<file path="config.mk">
export PLATFORM = sky130hd
export DESIGN_NAME = apb_cfg_sequencer
export DESIGN_NICKNAME = d
export VERILOG_FILES = /design/src/rtl/dfe_cfg_pkg.sv /design/src/rtl/apb_cfg_sequencer.sv
export SDC_FILE = /design/constraint.sdc
export NUM_CORES = 1
export LEC_CHECK = 0
export ABC_AREA = 1
export CORE_UTILIZATION = 35
export DETAILED_ROUTE_END_ITERATION = 10
export PLACE_DENSITY_LB_ADDON = 0.25
export SETUP_SLACK_MARGIN = 0.02
export SLEW_MARGIN = 20
export SYNTH_ARGS = -nofsm -noshare
export SYNTH_HDL_FRONTEND = slang
export SYNTH_SLANG_ARGS = --single-unit
</file>
<file path="constraint.sdc">
create_clock -name clk -period 2.3 [get_ports clk]
set_input_delay 0.575 -clock clk [delete_from_list [all_inputs] [get_ports clk]]
set_output_delay 0.575 -clock clk [all_outputs]
set_load 0.02 [all_outputs]
</file>
<file path="src/rtl/dfe_cfg_pkg.sv">
// Shared DFE configuration types: region select encoding, sequencer states,
// and the region-to-slave-select helper used by the APB config sequencer.
package dfe_cfg_pkg;

    localparam int NUM_DENUM   = 5;
    localparam int NUM_REGIONS = 4;

    typedef enum logic [1:0] {
        FRAC_DECI,
        IIR,
        CTRL,
        CIC
    } region_e;

    typedef enum logic [2:0] {
        IDLE,
        FETCH,
        ISSUE,
        WAIT,
        DONE
    } seq_state_e;

    function automatic logic [NUM_REGIONS-1:0] region_sel(input region_e r);
        return NUM_REGIONS'(1) << r;
    endfunction

endpackage

</file>
<file path="src/rtl/apb_cfg_sequencer.sv">
// APB configuration sequencer: turns one command into a burst of APB writes
// fed from a coefficient stream, or into a single APB read.
// Ports: cmd_* command handshake, s_* coefficient stream, M* APB master,
// rd_valid/rd_data read return, busy/done/err/words_done status.
module apb_cfg_sequencer
    import dfe_cfg_pkg::*;
#(
    parameter int COEFF_WIDTH = 20,
    parameter int PDATA_WIDTH = 32,
    parameter int COMP        = 4,
    parameter int N_TAP       = 146,
    parameter int ADDR_WIDTH  = $clog2(N_TAP + 2*NUM_DENUM + 9),
    parameter int XFER_CYCLES = 3
) (
    input  logic                   clk,
    input  logic                   rst_n,
    input  logic                   cmd_valid,
    output logic                   cmd_ready,
    input  logic                   cmd_write,
    input  logic [1:0]             cmd_sel,
    input  logic [ADDR_WIDTH-1:0]  cmd_base,
    input  logic [ADDR_WIDTH:0]    cmd_len,
    input  logic                   cmd_abort,
    input  logic                   s_valid,
    output logic                   s_ready,
    input  logic [COEFF_WIDTH-1:0] s_data,
    output logic                   MTRANS,
    output logic                   MWRITE,
    output logic [COMP-1:0]        MSELx,
    output logic [ADDR_WIDTH-1:0]  MADDR,
    output logic [COEFF_WIDTH-1:0] MWDATA,
    input  logic [PDATA_WIDTH-1:0] MRDATA,
    output logic                   rd_valid,
    output logic [PDATA_WIDTH-1:0] rd_data,
    output logic                   busy,
    output logic                   done,
    output logic                   err,
    output logic [ADDR_WIDTH:0]    words_done
);

    localparam int LW = ADDR_WIDTH + 1;
    localparam int CW = $clog2(XFER_CYCLES + 1);
    localparam logic [ADDR_WIDTH+1:0] SPACE = (ADDR_WIDTH+2)'(1) << ADDR_WIDTH;

    seq_state_e             state;
    logic                   wr_q;
    region_e                sel_q;
    logic [ADDR_WIDTH-1:0]  base_q;
    logic [LW-1:0]          len_q;
    logic [CW-1:0]          cnt_q;
    logic                   abort_pend;

    logic [LW-1:0]          len_eff;
    logic [ADDR_WIDTH+1:0]  end_addr;
    logic                   bad_cmd;
    logic                   abort_now;
    logic [LW-1:0]          wd_nxt;

    always_comb begin
        len_eff   = cmd_write ? cmd_len : LW'(1);
        end_addr  = {2'b00, cmd_base} + {1'b0, len_eff};
        bad_cmd   = (len_eff == '0) || (end_addr > SPACE);
        abort_now = abort_pend | cmd_abort;
        wd_nxt    = words_done + LW'(1);
    end

    // words_done doubles as the burst index: it counts completed writes.
    always_ff @(posedge clk or negedge rst_n) begin
        if (!rst_n) begin
            state      <= IDLE;
            wr_q       <= 1'b0;
            sel_q      <= FRAC_DECI;
            base_q     <= '0;
            len_q      <= '0;
            cnt_q      <= '0;
            abort_pend <= 1'b0;
            cmd_ready  <= 1'b0;
            s_ready    <= 1'b0;
            MTRANS     <= 1'b0;
            MWRITE     <= 1'b0;
            MSELx      <= '0;
            MADDR      <= '0;
            MWDATA     <= '0;
            rd_valid   <= 1'b0;
            rd_data    <= '0;
            busy       <= 1'b0;
            done       <= 1'b0;
            err        <= 1'b0;
            words_done <= '0;
        end else begin
            done     <= 1'b0;
            rd_valid <= 1'b0;
            MTRANS   <= 1'b0;
            if (state != IDLE && cmd_abort)
                abort_pend <= 1'b1;
            case (state)
                IDLE: begin
                    abort_pend <= 1'b0;
                    cmd_ready  <= 1'b1;
                    if (cmd_valid && cmd_ready) begin
                        wr_q       <= cmd_write;
                        sel_q      <= region_e'(cmd_sel);
                        base_q     <= cmd_base;
                        len_q      <= len_eff;
                        words_done <= '0;
                        err        <= 1'b0;
                        if (bad_cmd) begin
                            err  <= 1'b1;
                            done <= 1'b1;
                        end else begin
                            cmd_ready <= 1'b0;
                            busy      <= 1'b1;
                            if (cmd_write) begin
                                state   <= FETCH;
                                s_ready <= 1'b1;
                            end else begin
                                state  <= ISSUE;
                                MTRANS <= 1'b1;
                                MWRITE <= 1'b0;
                                MSELx  <= COMP'(region_sel(region_e'(cmd_sel)));
                                MADDR  <= cmd_base;
                            end
                        end
                    end
                end
                FETCH: begin
                    // s_ready already dropped when the abort was seen,
                    // so no word is taken on the way out.
                    if (abort_pend) begin
                        state   <= DONE;
                        s_ready <= 1'b0;
                        done    <= 1'b1;
                        MSELx   <= '0;
                        MWRITE  <= 1'b0;
                    end else if (s_valid && s_ready) begin
                        state   <= ISSUE;
                        s_ready <= 1'b0;
                        MWDATA  <= s_data;
                        MTRANS  <= 1'b1;
                        MWRITE  <= 1'b1;
                        MSELx   <= COMP'(region_sel(sel_q));
                        MADDR   <= base_q + words_done[ADDR_WIDTH-1:0];
                    end else if (cmd_abort) begin
                        s_ready <= 1'b0;
                    end
                end
                ISSUE: begin
                    state <= WAIT;
                    cnt_q <= CW'(XFER_CYCLES - 1);
                end
                WAIT: begin
                    cnt_q <= cnt_q - CW'(1);
                    if (cnt_q == CW'(1)) begin
                        if (wr_q) begin
                            words_done <= wd_nxt;
                            if (wd_nxt == len_q || abort_now) begin
                                state  <= DONE;
                                done   <= 1'b1;
                                MSELx  <= '0;
                                MWRITE <= 1'b0;
                            end else begin
                                state   <= FETCH;
                                s_ready <= 1'b1;
                            end
                        end else begin
                            rd_data  <= MRDATA;
                            rd_valid <= 1'b1;
                            state    <= DONE;
                            done     <= 1'b1;
                            MSELx    <= '0;
                            MWRITE   <= 1'b0;
                        end
                    end
                end
                DONE: begin
                    state     <= IDLE;
                    busy      <= 1'b0;
                    cmd_ready <= 1'b1;
                end
                default: state <= IDLE;
            endcase
        end
    end

endmodule

</file>
==> impl_results.md <==
* Row cnt at 45
* Synthesized flop and latch total at 107
* CP required at 2.58 ns
* Worst-path fanout max at 5
* Failing checks: negative setup slack
* PD cells at roughly 1100 nW/µm²
* CTS Root Cell: clkbuf_16
* Netlist cell types at 36
* Longest Clk Path Bufs at 2
* WP data arrival at between 2 and 3 ns
* Worst relative slew slack at 57.66%
* Non-Filler Instances at around 1100
* Crit share post-route at 103.3%
* Layout cells sized above 1 at about 18%
* Initial antenna violation count at 0
* DR WL/cell at around 13 µm
* Yosys warnings at 0
* Top FF cell, synth: dfrtp_1
* Post-synth EDFFs at 0
* CTS buffer count at 9
* Number of max-cap violations at 0
* Core Footprint at about 15000 µm²
* Final setup viols at 13
* CP Launch Point: cmd_write
* Sink Count at between 100 and 150
* Final Instance Area at between 8000 and 9000 µm²
* LEAKAGE at a little over 4 nW
* Syn Nets at about 770
* Pwr Total at ~9 mW
* DR pass1 iterations at 4
* Drt first-iter violations at 294
* Minimum clock period at around 2.4 ns
* Seq/Total Area, Yosys at a little under 50%
* Async SR Flop Fraction at 100.0%
* Hold Violations, Final at 0
* First-pass GRT wire length at between 20000 and 25000 µm
* Mean Syn Cell Area at 8.151 µm²
* IO Pins at about 160
* Die Span Y at 127.7 µm
* Mapped Cells at roughly 680
* Clock Skew at 0.006034 ns
* Count leader, synth: nand2_1
* Post-synth top cells: nand2_1, dfrtp_1, inv_1
* Initial core utilization at about 36%
* Placed inst area at ~7700 µm²
* Worst Setup End Kind: register
* Post-Place Cells at approximately 1100
* CTS tree: yes
* Routed vias at approximately 5000
* Worst-Skew Late Latency at 0.34 ns
* NumNets Final at about 1000
* Worst-margin pin slew at approximately 0.63 ns
* IO buf count at approximately 160
* Routability Congestion at between 0.8 and 0.9
* Drt drc at 0
* Fmax at roughly 420 MHz
* CP Class: in2reg
* Cell taking the most area after synthesis: dfrtp_1
* CP Launch Type: input port
* DRT antenna net count at 0
* Vias/cell at around 4.6
* Die area at ~16000 µm²
* Vias in the first global route at 4733
* Cell area after synthesis at roughly 5500 µm²
* Reg clk slew, reported paths at roughly 0.07 ns
* Critical R2R Launch: words_done[1]
* Dpl hpwl at around 11000 µm
* # hold bufs at CTS at 0
* Pre-CTS WS at -0.9127 ns
* RSZ-0062 raised after global routing: yes
* Yosys top cell area share at between 40% and 50%
* Layout area overhead at 50.17%
* Worst setup margin at -0.07636 ns
* Gr ovfl total at 0
* Drt total wl at 14650 µm
* Count of pins over their slew limit at 0
* Synth top area cells: dfrtp_1, nand2_1, inv_1
* Hold Path Class: in2async
* Maximum VDD drop at a little under 500 µV
* GRT Util Overall at between 10% and 20%
* Outcome: finished with violations
* H-tree lvl count at 3
* Largest net degree at the start of global routing at a little over 50
* Die width at roughly 130 µm
* ANT cells at 0
[worst max-delay path, cell delays in order]
cell and delay [ns]:
buf_12 0.11, clkinv_8 0.03, or2_4 0.11, ha_4 0.12, inv_2 0.03, fa_2 0.51, nand3_2 0.06, nor2_2 0.07
nand2_1 0.05, nor2_1 0.08, nand2_1 0.05, nor2_1 0.08, nand2_1 0.06, nand2_2 0.07, nand2_4 0.08, nor2_4 0.18
nand2_4 0.11, nand2_4 0.14, nand2_1 0.06, nand2_1 0.05
[through the flow]
step	utilization, %	setup TNS, ns	hold slack (ns)
after detailed placement	50.51	-17.76	0.4582
after floorplan	-	-2.259	0.2794
after global routing	54.19	-2.604	0.1967
final	54.19	-0.4880	0.1642
after global placement	50.51	-17.24	0.4530
after CTS	53.12	-2.359	0.1753
[what timing repair did]
item,in CTS,in global routing
cloned,1,1
setup endpoints to repair,21,21
pin swaps,22,31
hold endpoints to repair,0,0
setup buffers,4,6
gates resized for setup,27,34
[power by group]
group / internal (mW) / switching (mW)
registers: 2.61 / 0.396
logic: 1.96 / 2.37
clock network: 0.803 / 0.704
total: 5.37 / 3.47
[routing by layer]
metal  vias to the layer above  global-route usage, %  part of all wire (%)
li1                       2596                      -                     -
met1                      2289                  23.67                    47
met2                       149                  29.51                    45
met3                        13                  3.506                   6.2
met4                         2                  5.467                  0.94
met5                         -                      0                 0.041
[area by class of cell]
class	instances	area, µm²
clock buffers	12	256.5
clock inverters	4	32.53
fillers	1456	7015
inverters	70	275.3
multi-input cells	488	2710
flip-flops and latches	107	2678
well taps	211	264.0
repair buffers	217	2083
[kinds of logic (layout without fill, tap and decap cells)]
logic type,count (synthesis),after routing,share of synthesized area [%]
adders and majority gates,19,19,4.573
DFF,107,107,48.45
xor gates and xnor gates,8,8,1.268
muxes,20,20,4.075
and+or+nand+nor,379,381,29.55
AOI/OAI and AO/OA,60,60,6.135
buffers and inverters,85,303,5.954
[state kept, by name, summed over array words and instances (netlist names), 2 cells and up]
register / cells
rd_data: 32
sel_q: 2
words_done: 9
MADDR: 8
state: 3
MSELx: 4
cnt_q: 2
MWDATA: 20
base_q: 8
len_q: 9
[cell usage in the layout (no fill, tap or decap), types with 5 or more instances in the layout]
master,n
dfrtp_1,107
nor2_2,5
buf_4,57
ha_1,9
nor2_1,32
xnor2_1,5
inv_1,57
o22ai_1,9
nand3_1,29
a21oi_1,10
o21ai_0,31
nand2_1,258
nand2_2,19
inv_2,12
dlymetal6s2s_1,10
ha_4,8
mux2_2,20
clkdlybuf4s50_1,141
nand2_4,5
clkbuf_16,9
nand4_1,12
[final timing paths]
path / to / slack, ns / cells after the start
hold / removal: MWDATA[10] / 0.16 / 1
min in group clk: rd_data[27] / 0.47 / 2
max in group asynchronous: len_q[3] / 1.50 / 2
setup / recovery: MADDR[0] / -0.08 / 20
setup reg to reg: MADDR[6] / 0.18 / 11
hold reg to reg: rd_data[27] / 0.47 / 2
No activity file was read; power rests on OpenSTA's default activity.
